## src/rtl/apb_i2c_slave_if.sv

```systemverilog
// apb_i2c_slave_if: APB bus bundle for the I2C target register block
//  master: drives PSEL, PENABLE, PWRITE, PADDR, PWDATA; sees PRDATA, PREADY, PIRQ
//  slave : sees the request fields; drives PRDATA, PREADY, PIRQ
interface apb_i2c_slave_if;
    logic        PSEL;
    logic        PENABLE;
    logic        PWRITE;
    logic [7:0]  PADDR;
    logic [31:0] PWDATA;
    logic [31:0] PRDATA;
    logic        PREADY;
    logic        PIRQ;
    modport master(output PSEL, PENABLE, PWRITE, PADDR, PWDATA, input PRDATA, PREADY, PIRQ);
    modport slave(input PSEL, PENABLE, PWRITE, PADDR, PWDATA, output PRDATA, PREADY, PIRQ);
endinterface

```

## src/rtl/apb_i2c_slave.sv

```systemverilog
// apb_i2c_slave: APB-attached 7-bit-address I2C target with RX/TX byte registers and maskable IRQ
//  PCLK, PRESETn   : APB clock, asynchronous active-low reset
//  apb             : APB slave bundle (PSEL/PENABLE/PWRITE/PADDR/PWDATA in, PRDATA/PREADY/PIRQ out)
//  scl_i, sda_i    : I2C line inputs (SCL is never stretched)
//  sda_o, sda_oen_o: open-drain SDA drive; sda_o is constant 0, sda_oen_o=0 pulls SDA low
//  Define I2C_SLV_GLITCH_FILTER_EN to add a 3-sample spike filter after the synchronisers.
module apb_i2c_slave #(
    parameter logic [6:0] DEFAULT_ADDR = 7'h50,
    parameter int         SYNC_STAGES  = 2
) (
    input  logic              PCLK,
    input  logic              PRESETn,
    apb_i2c_slave_if.slave    apb,
    input  logic              scl_i,
    input  logic              sda_i,
    output logic              sda_o,
    output logic              sda_oen_o
);
    typedef enum logic [2:0] {IDLE, ADDR, ADDR_ACK, WR_DATA, WR_ACK, RD_DATA, RD_ACK, IGNORE} state_t;
    state_t state;
    logic [SYNC_STAGES-1:0] scl_s, sda_s;
    logic [1:0] raw, flt;
    logic scl_d, sda_d, fall_d;
    logic [7:0] adr, txr, rxr, im, sh, sr, ld;
    logic txv, rxf, busy, rw, stopf, ovr, txur, nackf, phase, ack;
    logic [2:0] cnt, sel;
    logic wr, rd_rxr, scl_rise, scl_fall, start, stop, unused;
    assign raw = {scl_s[SYNC_STAGES-1], sda_s[SYNC_STAGES-1]};
`ifdef I2C_SLV_GLITCH_FILTER_EN
    logic [1:0][1:0] fcnt;
    // A line value is accepted only after three consecutive samples disagree with the current one
    always_ff @(posedge PCLK or negedge PRESETn)
        if (!PRESETn) begin
            flt  <= 2'b11;
            fcnt <= '0;
        end else begin
            for (int i = 0; i < 2; i++)
                if (raw[i] == flt[i]) fcnt[i] <= 2'd0;
                else if (fcnt[i] == 2'd2) begin
                    flt[i]  <= raw[i];
                    fcnt[i] <= 2'd0;
                end else fcnt[i] <= fcnt[i] + 2'd1;
        end
`else
    assign flt = raw;
`endif
    assign scl_rise = flt[1] & ~scl_d;
    assign scl_fall = ~flt[1] & scl_d;
    assign start    = flt[1] & scl_d & sda_d & ~flt[0];
    assign stop     = flt[1] & scl_d & ~sda_d & flt[0];
    // Lines idle high, so history resets to 1; fall_d delays SDA updates one PCLK past SCL fall
    always_ff @(posedge PCLK or negedge PRESETn)
        if (!PRESETn) begin
            scl_s  <= '1;
            sda_s  <= '1;
            scl_d  <= 1'b1;
            sda_d  <= 1'b1;
            fall_d <= 1'b0;
        end else begin
            scl_s  <= {scl_s[SYNC_STAGES-2:0], scl_i};
            sda_s  <= {sda_s[SYNC_STAGES-2:0], sda_i};
            scl_d  <= flt[1];
            sda_d  <= flt[0];
            fall_d <= scl_fall;
        end
    assign sel        = apb.PADDR[4:2];
    assign wr         = apb.PSEL & apb.PENABLE & apb.PWRITE;
    assign rd_rxr     = apb.PSEL & apb.PENABLE & ~apb.PWRITE & (sel == 3'd2);
    assign sr         = {nackf, txur, ovr, stopf, rw, busy, ~txv, rxf};
    assign ld         = txv ? txr : 8'hFF;
    assign apb.PREADY = 1'b1;
    assign apb.PIRQ   = |(sr & im & 8'hF3);
    assign apb.PRDATA = {24'h0, sel == 3'd0 ? adr : sel == 3'd1 ? txr : sel == 3'd2 ? rxr :
                                sel == 3'd3 ? sr : sel == 3'd4 ? im : 8'h00};
    assign sda_o      = 1'b0;
    assign unused     = &{1'b0, apb.PADDR[7:5], apb.PADDR[1:0], apb.PWDATA[31:8]};
    // APB side effects come first so that flag sets from the bus engine below take priority
    always_ff @(posedge PCLK or negedge PRESETn)
        if (!PRESETn) begin
            state <= IDLE;
            adr <= {1'b0, DEFAULT_ADDR};
            {txr, rxr, im, sh} <= '0;
            {txv, rxf, busy, rw, stopf, ovr, txur, nackf, phase, ack} <= '0;
            cnt <= '0;
            sda_oen_o <= 1'b1;
        end else begin
            if (wr && sel == 3'd0) adr <= apb.PWDATA[7:0];
            if (wr && sel == 3'd1) begin
                txr <= apb.PWDATA[7:0];
                txv <= 1'b1;
            end
            if (wr && sel == 3'd3) begin
                stopf <= stopf & ~apb.PWDATA[4];
                ovr   <= ovr & ~apb.PWDATA[5];
                txur  <= txur & ~apb.PWDATA[6];
                nackf <= nackf & ~apb.PWDATA[7];
            end
            if (wr && sel == 3'd4) im <= apb.PWDATA[7:0];
            if (rd_rxr) rxf <= 1'b0;
            if (stop) begin
                state <= IDLE;
                sda_oen_o <= 1'b1;
                if (busy) stopf <= 1'b1;
                busy <= 1'b0;
            end else if (start) begin
                state <= ADDR;
                cnt <= '0;
                sda_oen_o <= 1'b1;
                busy <= 1'b0;
            end else case (state)
                ADDR: if (scl_rise) begin
                    sh  <= {sh[6:0], flt[0]};
                    cnt <= cnt + 3'd1;
                    if (cnt == 3'd7) begin
                        if (adr[7] && sh[6:0] == adr[6:0]) begin
                            state <= ADDR_ACK;
                            rw    <= flt[0];
                            busy  <= 1'b1;
                            phase <= 1'b0;
                        end else state <= IGNORE;
                    end
                end
                // phase marks that the ACK clock has risen; the next fall ends the ACK bit
                ADDR_ACK: if (scl_rise) phase <= 1'b1;
                else if (fall_d) begin
                    if (!phase) sda_oen_o <= 1'b0;
                    else begin
                        cnt <= '0;
                        if (rw) begin
                            state <= RD_DATA;
                            sh <= ld;
                            sda_oen_o <= ld[7];
                            txv <= 1'b0;
                            if (!txv) txur <= 1'b1;
                        end else begin
                            state <= WR_DATA;
                            sda_oen_o <= 1'b1;
                        end
                    end
                end
                WR_DATA: if (scl_rise) begin
                    sh  <= {sh[6:0], flt[0]};
                    cnt <= cnt + 3'd1;
                    if (cnt == 3'd7) begin
                        state <= WR_ACK;
                        phase <= 1'b0;
                        ack   <= ~rxf | rd_rxr;
                        if (~rxf | rd_rxr) begin
                            rxr <= {sh[6:0], flt[0]};
                            rxf <= 1'b1;
                        end else ovr <= 1'b1;
                    end
                end
                WR_ACK: if (scl_rise) phase <= 1'b1;
                else if (fall_d) begin
                    if (!phase) sda_oen_o <= ~ack;
                    else begin
                        sda_oen_o <= 1'b1;
                        cnt <= '0;
                        state <= WR_DATA;
                    end
                end
                RD_DATA: if (scl_rise) begin
                    cnt <= cnt + 3'd1;
                    if (cnt == 3'd7) begin
                        state <= RD_ACK;
                        phase <= 1'b0;
                    end
                end else if (fall_d) begin
                    sda_oen_o <= sh[6];
                    sh <= {sh[6:0], 1'b0};
                end
                RD_ACK: if (scl_rise) begin
                    if (phase) phase <= 1'b1;
                    else if (flt[0]) begin
                        nackf <= 1'b1;
                        state <= IGNORE;
                        sda_oen_o <= 1'b1;
                    end else phase <= 1'b1;
                end else if (fall_d) begin
                    if (!phase) sda_oen_o <= 1'b1;
                    else begin
                        state <= RD_DATA;
                        cnt <= '0;
                        sh <= ld;
                        sda_oen_o <= ld[7];
                        txv <= 1'b0;
                        if (!txv) txur <= 1'b1;
                    end
                end
                default: ;
            endcase
        end
endmodule

```

## src/flat_wrapper.sv

```systemverilog
// flat-port wrapper written by rule: the top's interface ports become plain ports
module apb_i2c_slave_flat 
#(
    parameter logic [6:0] DEFAULT_ADDR = 7'h50,
    parameter int         SYNC_STAGES  = 2
)
  (PCLK, PRESETn, scl_i, sda_i, sda_o, sda_oen_o, apb_PSEL, apb_PENABLE, apb_PWRITE, apb_PADDR, apb_PWDATA, apb_PRDATA, apb_PREADY, apb_PIRQ);
  apb_i2c_slave_if apb_i ();
  input  logic PCLK;
  input  logic PRESETn;
  input  logic scl_i;
  input  logic sda_i;
  output logic sda_o;
  output logic sda_oen_o;
  input wire logic [$bits(apb_i.PSEL)-1:0] apb_PSEL;
  input wire logic [$bits(apb_i.PENABLE)-1:0] apb_PENABLE;
  input wire logic [$bits(apb_i.PWRITE)-1:0] apb_PWRITE;
  input wire logic [$bits(apb_i.PADDR)-1:0] apb_PADDR;
  input wire logic [$bits(apb_i.PWDATA)-1:0] apb_PWDATA;
  output wire logic [$bits(apb_i.PRDATA)-1:0] apb_PRDATA;
  output wire logic [$bits(apb_i.PREADY)-1:0] apb_PREADY;
  output wire logic [$bits(apb_i.PIRQ)-1:0] apb_PIRQ;
  assign apb_i.PSEL = apb_PSEL;
  assign apb_i.PENABLE = apb_PENABLE;
  assign apb_i.PWRITE = apb_PWRITE;
  assign apb_i.PADDR = apb_PADDR;
  assign apb_i.PWDATA = apb_PWDATA;
  assign apb_PRDATA = apb_i.PRDATA;
  assign apb_PREADY = apb_i.PREADY;
  assign apb_PIRQ = apb_i.PIRQ;
  apb_i2c_slave #(.DEFAULT_ADDR(DEFAULT_ADDR), .SYNC_STAGES(SYNC_STAGES)) u_core (.PCLK(PCLK), .PRESETn(PRESETn), .apb(apb_i), .scl_i(scl_i), .sda_i(sda_i), .sda_o(sda_o), .sda_oen_o(sda_oen_o));
endmodule
```

## config.mk

```make
export PLATFORM = sky130hd
export DESIGN_NAME = apb_i2c_slave_flat
export DESIGN_NICKNAME = d
export VERILOG_FILES = /design/src/rtl/apb_i2c_slave_if.sv /design/src/rtl/apb_i2c_slave.sv /design/src/flat_wrapper.sv
export SDC_FILE = /design/constraint.sdc
export NUM_CORES = 1
export LEC_CHECK = 0
export BUFFER_PORTS_ARGS = -buffer_cell sky130_fd_sc_hd__buf_4
export CORE_UTILIZATION = 59
export DETAILED_ROUTE_END_ITERATION = 10
export GPL_TIMING_DRIVEN = 0
export PLACE_DENSITY = 0.86
export SYNTH_ARGS = -nofsm -noshare
export SYNTH_HDL_FRONTEND = slang
export SYNTH_SLANG_ARGS = --single-unit
```

## constraint.sdc

```tcl
create_clock -name PCLK -period 5.4 [get_ports PCLK]
set_input_delay 0.54 -clock PCLK [delete_from_list [all_inputs] [get_ports PCLK]]
set_output_delay 0.54 -clock PCLK [all_outputs]
set_load 0.005 [all_outputs]
```

== Word-level counts from Yosys, hierarchy flattened ==
Cells that the tools add are included.
Cells by class
  reductions and logical operators: 30
  eq/ne operators: 51
  bitwise logic cells: 31
  add/subtract/negate cells: 1
  muxes and demuxes: 125
Operators by type and width (number)
  $mux 3: 26
  $mux 1: 76
  $mux 7: 10
  $mux 8: 6
  $ne 4x1->1 const B: 11
  $ne 2x1->1 const B: 14
  $pmux 7 s4: 1
  $reduce_and 10->1: 2
  $pmux 3 s6: 1
  $reduce_and 6->1: 3
  $reduce_and 17->1: 1
  $and 1x1->1: 15
  $eq 3x3->1 const B: 5
  $reduce_bool 3->1: 5
  $not 1->1: 14
  $reduce_and 13->1: 1
  $eq 3x2->1 const B: 4
  $ne 4x4->1 const B: 3
  $ne 5x1->1 const B: 2
  $ne 3x1->1 const B: 3
  $and 8x8->8: 1
  $pmux 1 s4: 2
  $reduce_bool 4->1: 2
  $reduce_bool 8->1: 1
  other kinds (18): 29
Storage, ports and cells
  logic and storage cells: 261
  bits in registers: 63
  output and inout port bits: 36

== Longest topological paths before layout ==
Gate-level depths: netlist of the first run.
  depth after elaboration: 12
  depth in mapped cells: 7
  depth with buffers taken out: 6

== Least setup slack after synthesis of the first run ==
Ideal clock, no wire load.
  kind: input to output
  start point: in apb_PADDR[3]
  end point: out apb_PRDATA[1]
  path buffers: 2
  cell stages on the path: 4
  arrival: 1.411 ns
  slack: 3.449 ns
  data required time: 4.860 ns
  path through: buf_2 clkbuf_1 mux2i_1 o22ai_1
On the way
  word-level cells in the longest chain between the ends: 6
  elaborated cells on any way between the ends: 10
RTL lines
  start: declaration: RTL line flat_wrapper.sv:18  | input wire logic [$bits(apb_i.PADDR)-1:0] apb_PADDR;
  $eq 3x3->1: RTL line apb_i2c_slave.sv:74  | sel == 3'd3 ? sr : sel == 3'd4 ? im : 8'h00};
  $mux 8 (2 in a row): RTL line apb_i2c_slave.sv:74
  $mux 8 (2 in a row): RTL line apb_i2c_slave.sv:73  | assign apb.PRDATA = {24'h0, sel == 3'd0 ? adr : sel == 3'd1 ? txr : sel == 3'd2 ? rxr :
  $mux 8 *: RTL line apb_i2c_slave.sv:73
  end: declaration: RTL line flat_wrapper.sv:20  | output wire logic [$bits(apb_i.PRDATA)-1:0] apb_PRDATA;
Every way passes the cells marked *; elsewhere a longest branch is shown, timed or not.

== Final worst setup path of the first run ==
Ends and elaborated chain as after synthesis.

==> results of run 1 <==
==> cells by family after synthesis <==
group           Yosys count  synth area share
simple gates             93            0.1428
compound gates           71            0.1370
flops                    63            0.4303
mux                      59            0.1743
buf+inv                  49           0.08782
xor+xnor                  8           0.01899
fa+ha+maj                 2          0.006781
other cells               2          0.002035
==> state kept, by name, summed over array words and instances (netlist names), 2 cells and up <==
| name | count |
|---|---|
| u_core.adr | 8 |
| u_core.im | 8 |
| u_core.rxr | 8 |
| u_core.txr | 8 |
| u_core.sh | 7 |
| u_core.cnt | 3 |
| u_core.state | 3 |
| u_core.scl_s | 2 |
| u_core.sda_s | 2 |
==> worst paths after layout <==
path,startpoint,end,slack (ns),cells past startpoint
worst max-delay path,apb_PADDR[3],apb_PRDATA[1],2.85,6
worst min-delay path,PRESETn,u_core.state[2],0.26,1
worst max register to register,u_core.scl_s[1],u_core.rw,3.37,5
worst min register to register,u_core.scl_s[0],u_core.scl_s[1],0.35,0
max in group asynchronous,PRESETn,u_core.adr[2],4.61,1
min in group PCLK,sda_i,u_core.sda_s[0],0.30,1
==> layout make-up <==
cell class | instances | share of cell area
Sequential cell | 63 | 0.3740
Clock inverter | 3 | 0.004126
Buffer | 43 | 0.07103
Clock buffer | 13 | 0.03743
Tap cell | 75 | 0.02210
Timing Repair Buffer | 26 | 0.04598
Multi-Input combinational cell | 259 | 0.4400
Inverter | 6 | 0.005305
==> worst max-delay path: cells and delay by family <==
kind | cells | cell delay [ns]
AOI/OAI and AO/OA | 1 | 0.11
buffers and inverters | 4 | 1.09
muxes | 1 | 0.27
==> layout by cell type, fill, tap and decap left out, drive strengths merged, types with 13 or more instances in the layout <==
| cell type | synthesis | final |
|---|---|---|
| o21ai | 18 | 18 |
| nand2 | 25 | 25 |
| clkbuf | 4 | 17 |
| mux2i | 17 | 17 |
| nor2 | 24 | 24 |
| mux2 | 42 | 42 |
| buf | 39 | 65 |
| conb | 2 | 26 |
| a21oi | 13 | 13 |
| dfrtp | 54 | 54 |
==> routing by layer <==
| layer | global-route usage | wire [um] |
|---|---|---|
| met5 | 0 | 0 |
| met4 | 0.1375 | 230 |
| met3 | 0.05056 | 664 |
| met2 | 0.4437 | 3979 |
| met1 | 0.3778 | 3620 |
==> through the flow <==
step / hold slack (ns) / utilization / std cells
finish: 0.2569 / 0.7086 / 488
CTS: 0.2949 / 0.7086 / 488
floorplan: 0.2444 / - / 371
global placement: 0.3457 / 0.6792 / 472
detailed placement: 0.3468 / 0.6792 / 472
global route: 0.2923 / 0.7086 / 488
==> Yosys cell counts, drive strengths merged (3+ instances only) <==
cell type	count	area share
a21boi	4	0.0081
a21oi	13	0.019
a22oi	4	0.0081
buf	39	0.078
clkbuf	4	0.0041
dfrtp	54	0.37
dfstp	9	0.064
inv	5	0.0051
mux2	42	0.13
mux2i	17	0.046
nand2	25	0.027
nand2b	7	0.014
nand3	9	0.016
nand4	4	0.0068
nor2	24	0.024
nor2b	6	0.011
nor3	3	0.0054
nor4	3	0.013
o21a	3	0.0061
o21ai	18	0.026
o22ai	10	0.017
o311ai	3	0.014
or2	3	0.0051
xnor2	8	0.019
==> where the power goes <==
part	switching, uW	internal, uW	total, uW	leakage (uW)
Clock	182	190	372	0.0000894
Sequential	105	581	686	0.000780
Combinational	317	294	611	0.00113
Total	604	1070	1670	0.00200
==> metrics.cfg, run 1 <==
[run_status]
status=completed

[route]
routed_wl_um=8495
drc=0
ant_nets=0
drt_iter0_drc=437
wl_per_cell_um=17.41
vias=2873
vias_per_cell=5.887
dr.pass1.iters=4

[floorplanning]
die_x_um=81.08
rows=28
die_area_sq_mm=0.006574
start_util=0.6159
design.core.area_sq_mm=0.005991
num_io_pins=83
die_h_um=81.08

[timing]
setup-violations-final=0
max_freq_mhz=392.1
finalCritPeriodShare=0.4722
tns_ns=0
maxSlewHeadroom=0.4537
rsz0062_at_grt=no
worst_pin_slew_ns=0.8134
slew_violations=0
fin_skew_ns=0.01139
hold_viol=0
worst_slack_ns=2.850
min_period_ns=2.550

[synth]
netlist_area_sq_mm=0.003690
synthArstFlopShare=1.000
ys_warn_count=0
synth_seq_cells=63
synthCells=347
synth_cell_types=61
synth-main-ff-cell=dfrtp_1
synth.avg_cell_area_sq_um=10.63
seq_area_frac_synth=0.4303
synth_edf_count=0

[min_path]
hold_path.class=in2async

[clock_tree]
numClockSinks=63
postCtsSetupRepairBufs=0
worst_setup_hold_path_clk_slew_ns=0.07
cts_tree=yes
cts_made_buffers=9
clockBufferDepth=2
clock-root-buffer=clkbuf_8
cts.hold.buffers_added=0
cts_resized=0
insertion_delay_ns=0.34
htreeDepth=3

[power]
irDropWorstVdd_uv=230.1
powerDensity_mw_per_mm2=393.3
total_power_uw=1670
p_leak_uw=0.002002

[layout]
nets=457
drive_gt1_frac=0.3511
antenna_cells=0
fillers=462
finish.instance_area_sq_mm=0.004245
multiInputGateArea_sq_mm=0.001868
syn2layout_area_growth_pct=15.06
seq_area_sq_mm=0.001588

[global_route]
antenna_found_initial=0
grt_pass1_wl_um=13580
grt-ovfl-total=0
first_global_vias=2693
grt_use_total=0.2826
grt_max_degree=64

[critical_path]
cp.required_ns=4.86
endpoint_kind=output pin
crit_slowest_cell=clkbuf_1
crit_arrival_ns=2.01
path_common_cell=buf_4
path_cells=buf_4, buf_2, clkbuf_1, mux2i_1, o22ai_1, buf_4
critPathLaunchType=input port
crit_path_max_fanout=10
slowest_delay_ns=0.53
critPathKind=in2out

[placement]
dp_hpwl_um=5980
placed_cell_area_sq_mm=0.004069
dp_slack_ns=2.874
portBuffers=26
gp_congestion=0.9399

[run]
drv_cap=0

(Power assumes the default switching activity.)
==> run 2, diff against run 1 <==
Settings changed: CORE_UTILIZATION 59 to 49, PLACE_DENSITY 0.86 to 0.76.
Clock period 5.4 ns to 2.34 ns, I/O delays scaled along.
==> run 2 against run 1 <==
  * The run now ends with hold timing left
  * Sequential share of layout area decreased by 0.55 points
  * Worst setup slack got worse by 2.5 ns
  * Critical path depth decreased by 1
  * Clock skew grew 0.0029 ns
  * Hold slack lost 0.28 ns
  * Global-route usage decreased by 4.9 points
==> metrics.cfg, run 2 (same netlist as run 1, synthesis figures left out) <==
[timing]
hold_viol=29  ; +29
holdWs_ns=-0.02447  ; -0.2814 ns
finalCritPeriodShare=0.8531
slew_violations=0  ; unchanged
maxSlewHeadroom=0.4408  ; -0.01286
max_freq_mhz=500.9
fin_skew_ns=0.01427  ; +0.002873 ns
setup-violations-final=0  ; unchanged
rsz0062_at_grt=no
tns_ns=0  ; unchanged
worst_slack_ns=0.3437  ; -2.506 ns
worst_pin_slew_ns=0.8325  ; +0.01915 ns
min_period_ns=1.996

[placement]
placedCellCount=496  ; +5.1%
gp_congestion=0.8672  ; -7.7%
portBuffers=26  ; unchanged
dp_hpwl_um=5962  ; -0.30%
dp_slack_ns=0.3684  ; -2.506 ns

[clock_tree]
worst_setup_hold_path_clk_slew_ns=0.07  ; about the same
clock-root-buffer=clkbuf_8
cts_tree=yes
htreeDepth=3  ; unchanged
postCtsSetupRepairBufs=0  ; unchanged
cts_made_buffers=9  ; unchanged
cts_resized=0  ; unchanged
numClockSinks=63  ; unchanged
insertion_delay_ns=0.34  ; about the same
clockBufferDepth=2  ; unchanged

[route]
ant_nets=0  ; unchanged
wl_per_cell_um=16.45  ; -5.5%
dr.pass1.iters=5  ; +1
vias=2828  ; -1.6%
routed_wl_um=8438  ; -0.67%
drt_iter0_drc=184  ; -58%
vias_per_cell=5.513  ; -6.4%
drc=0  ; unchanged

[floorplanning]
die_area_sq_mm=0.007881  ; +20%
design.core.area_sq_mm=0.007253  ; +21%
die_x_um=88.78  ; +9.5%
start_util=0.5087  ; -0.1072
rows=31  ; +11%
die_h_um=88.78  ; +9.5%
num_io_pins=83  ; unchanged

[critical_path]
crit_path_max_fanout=10  ; unchanged
endpoint_kind=flop
critPathLaunchType=flop
critPathKind=reg2reg
crit_arrival_ns=2.21  ; +0.20 ns
cp.required_ns=2.56  ; -2.30 ns

[layout]
syn2layout_area_growth_pct=16.79
antenna_cells=0  ; unchanged
drive_gt1_frac=0.3478  ; -0.003264
finalNonFillerCells=513  ; +5.1%
nets=459  ; +0.44%
final_common_cell=buf_4
final_cell_mix=buf_4 (55), dfrtp_1 (54), mux2_2 (40)

[global_route]
grt_use_total=0.2335  ; -0.04904
grt_max_degree=64  ; unchanged
antenna_found_initial=0  ; unchanged
grt_pass1_wl_um=13680  ; +0.76%
grt-ovfl-total=0  ; unchanged
first_global_vias=2664  ; -1.1%

[power]
total_power_uw=3923  ; +140%
irDropWorstVdd_uv=454.9  ; +98%
p_leak_uw=0.002010  ; +0.38%
powerDensity_mw_per_mm2=910.5  ; +130%

[run_status]
violations=hold timing
status=finished with violations

[min_path]
hold_path.class=in2async

[run]
drv_cap=0  ; unchanged

==> run 2: per-stage QoR <==
step	area [sq um]	util
5_1_grt	4309	0.5941
3_3_place_gp	4099	0.5651
4_1_cts	4309	0.5941
2_1_floorplan	3780	-
3_5_place_dp	4099	0.5651
6_report	4309	0.5941
==> run 2: worst paths after layout <==
check                      cells past startpoint  slack, ns             from              end
setup / recovery                               5       0.34  u_core.scl_s[1]        u_core.rw
hold / removal                                 1      -0.02          PRESETn  u_core.state[1]
setup reg to reg                               5       0.34  u_core.scl_s[1]        u_core.rw
hold reg to reg                                0       0.36  u_core.scl_s[0]  u_core.scl_s[1]
max in group asynchronous                      1       1.83          PRESETn    u_core.txr[3]
min in group PCLK                              2       0.14    apb_PWDATA[1]     u_core.im[1]
==> run 2: area by class of cell <==
cell class,instances,area [sq um]
clock inverters,3,45.04
fillers,617,2944
multi-input cells,259,1868
clock buffers,12,145.1
inverters,6,22.52
plain buffers,43,301.5
repair buffers,28,215.2
flip-flops and latches,63,1588
well taps,99,123.9
==> run 2: critical path, cell delays in order, from the launching register on <==
cell and delay (ns):
dfstp_2 0.59, nor2b_2 0.17, buf_6 0.16, nand3_4 0.11, nor4_1 0.46, mux2_2 0.39
==> run 2: report_power, final <==
part / internal [uW] / switching (uW)
combinational: 681 / 711
clock: 516 / 429
sequential: 1340 / 246
==> run 2: timing repair <==
action,4_1_cts,5_1_grt
endpoints found under the setup margin,0,0
hold buffers,2,0
endpoints found under the hold margin,2,0
==> run 2: layer usage <==
| layer | share of wire | global-route usage |
|---|---|---|
| met1 | 0.45 | 0.3110 |
| met2 | 0.46 | 0.3818 |
| met3 | 0.057 | 0.04664 |
| met4 | 0.025 | 0.07771 |
| met5 | 0 | 0 |
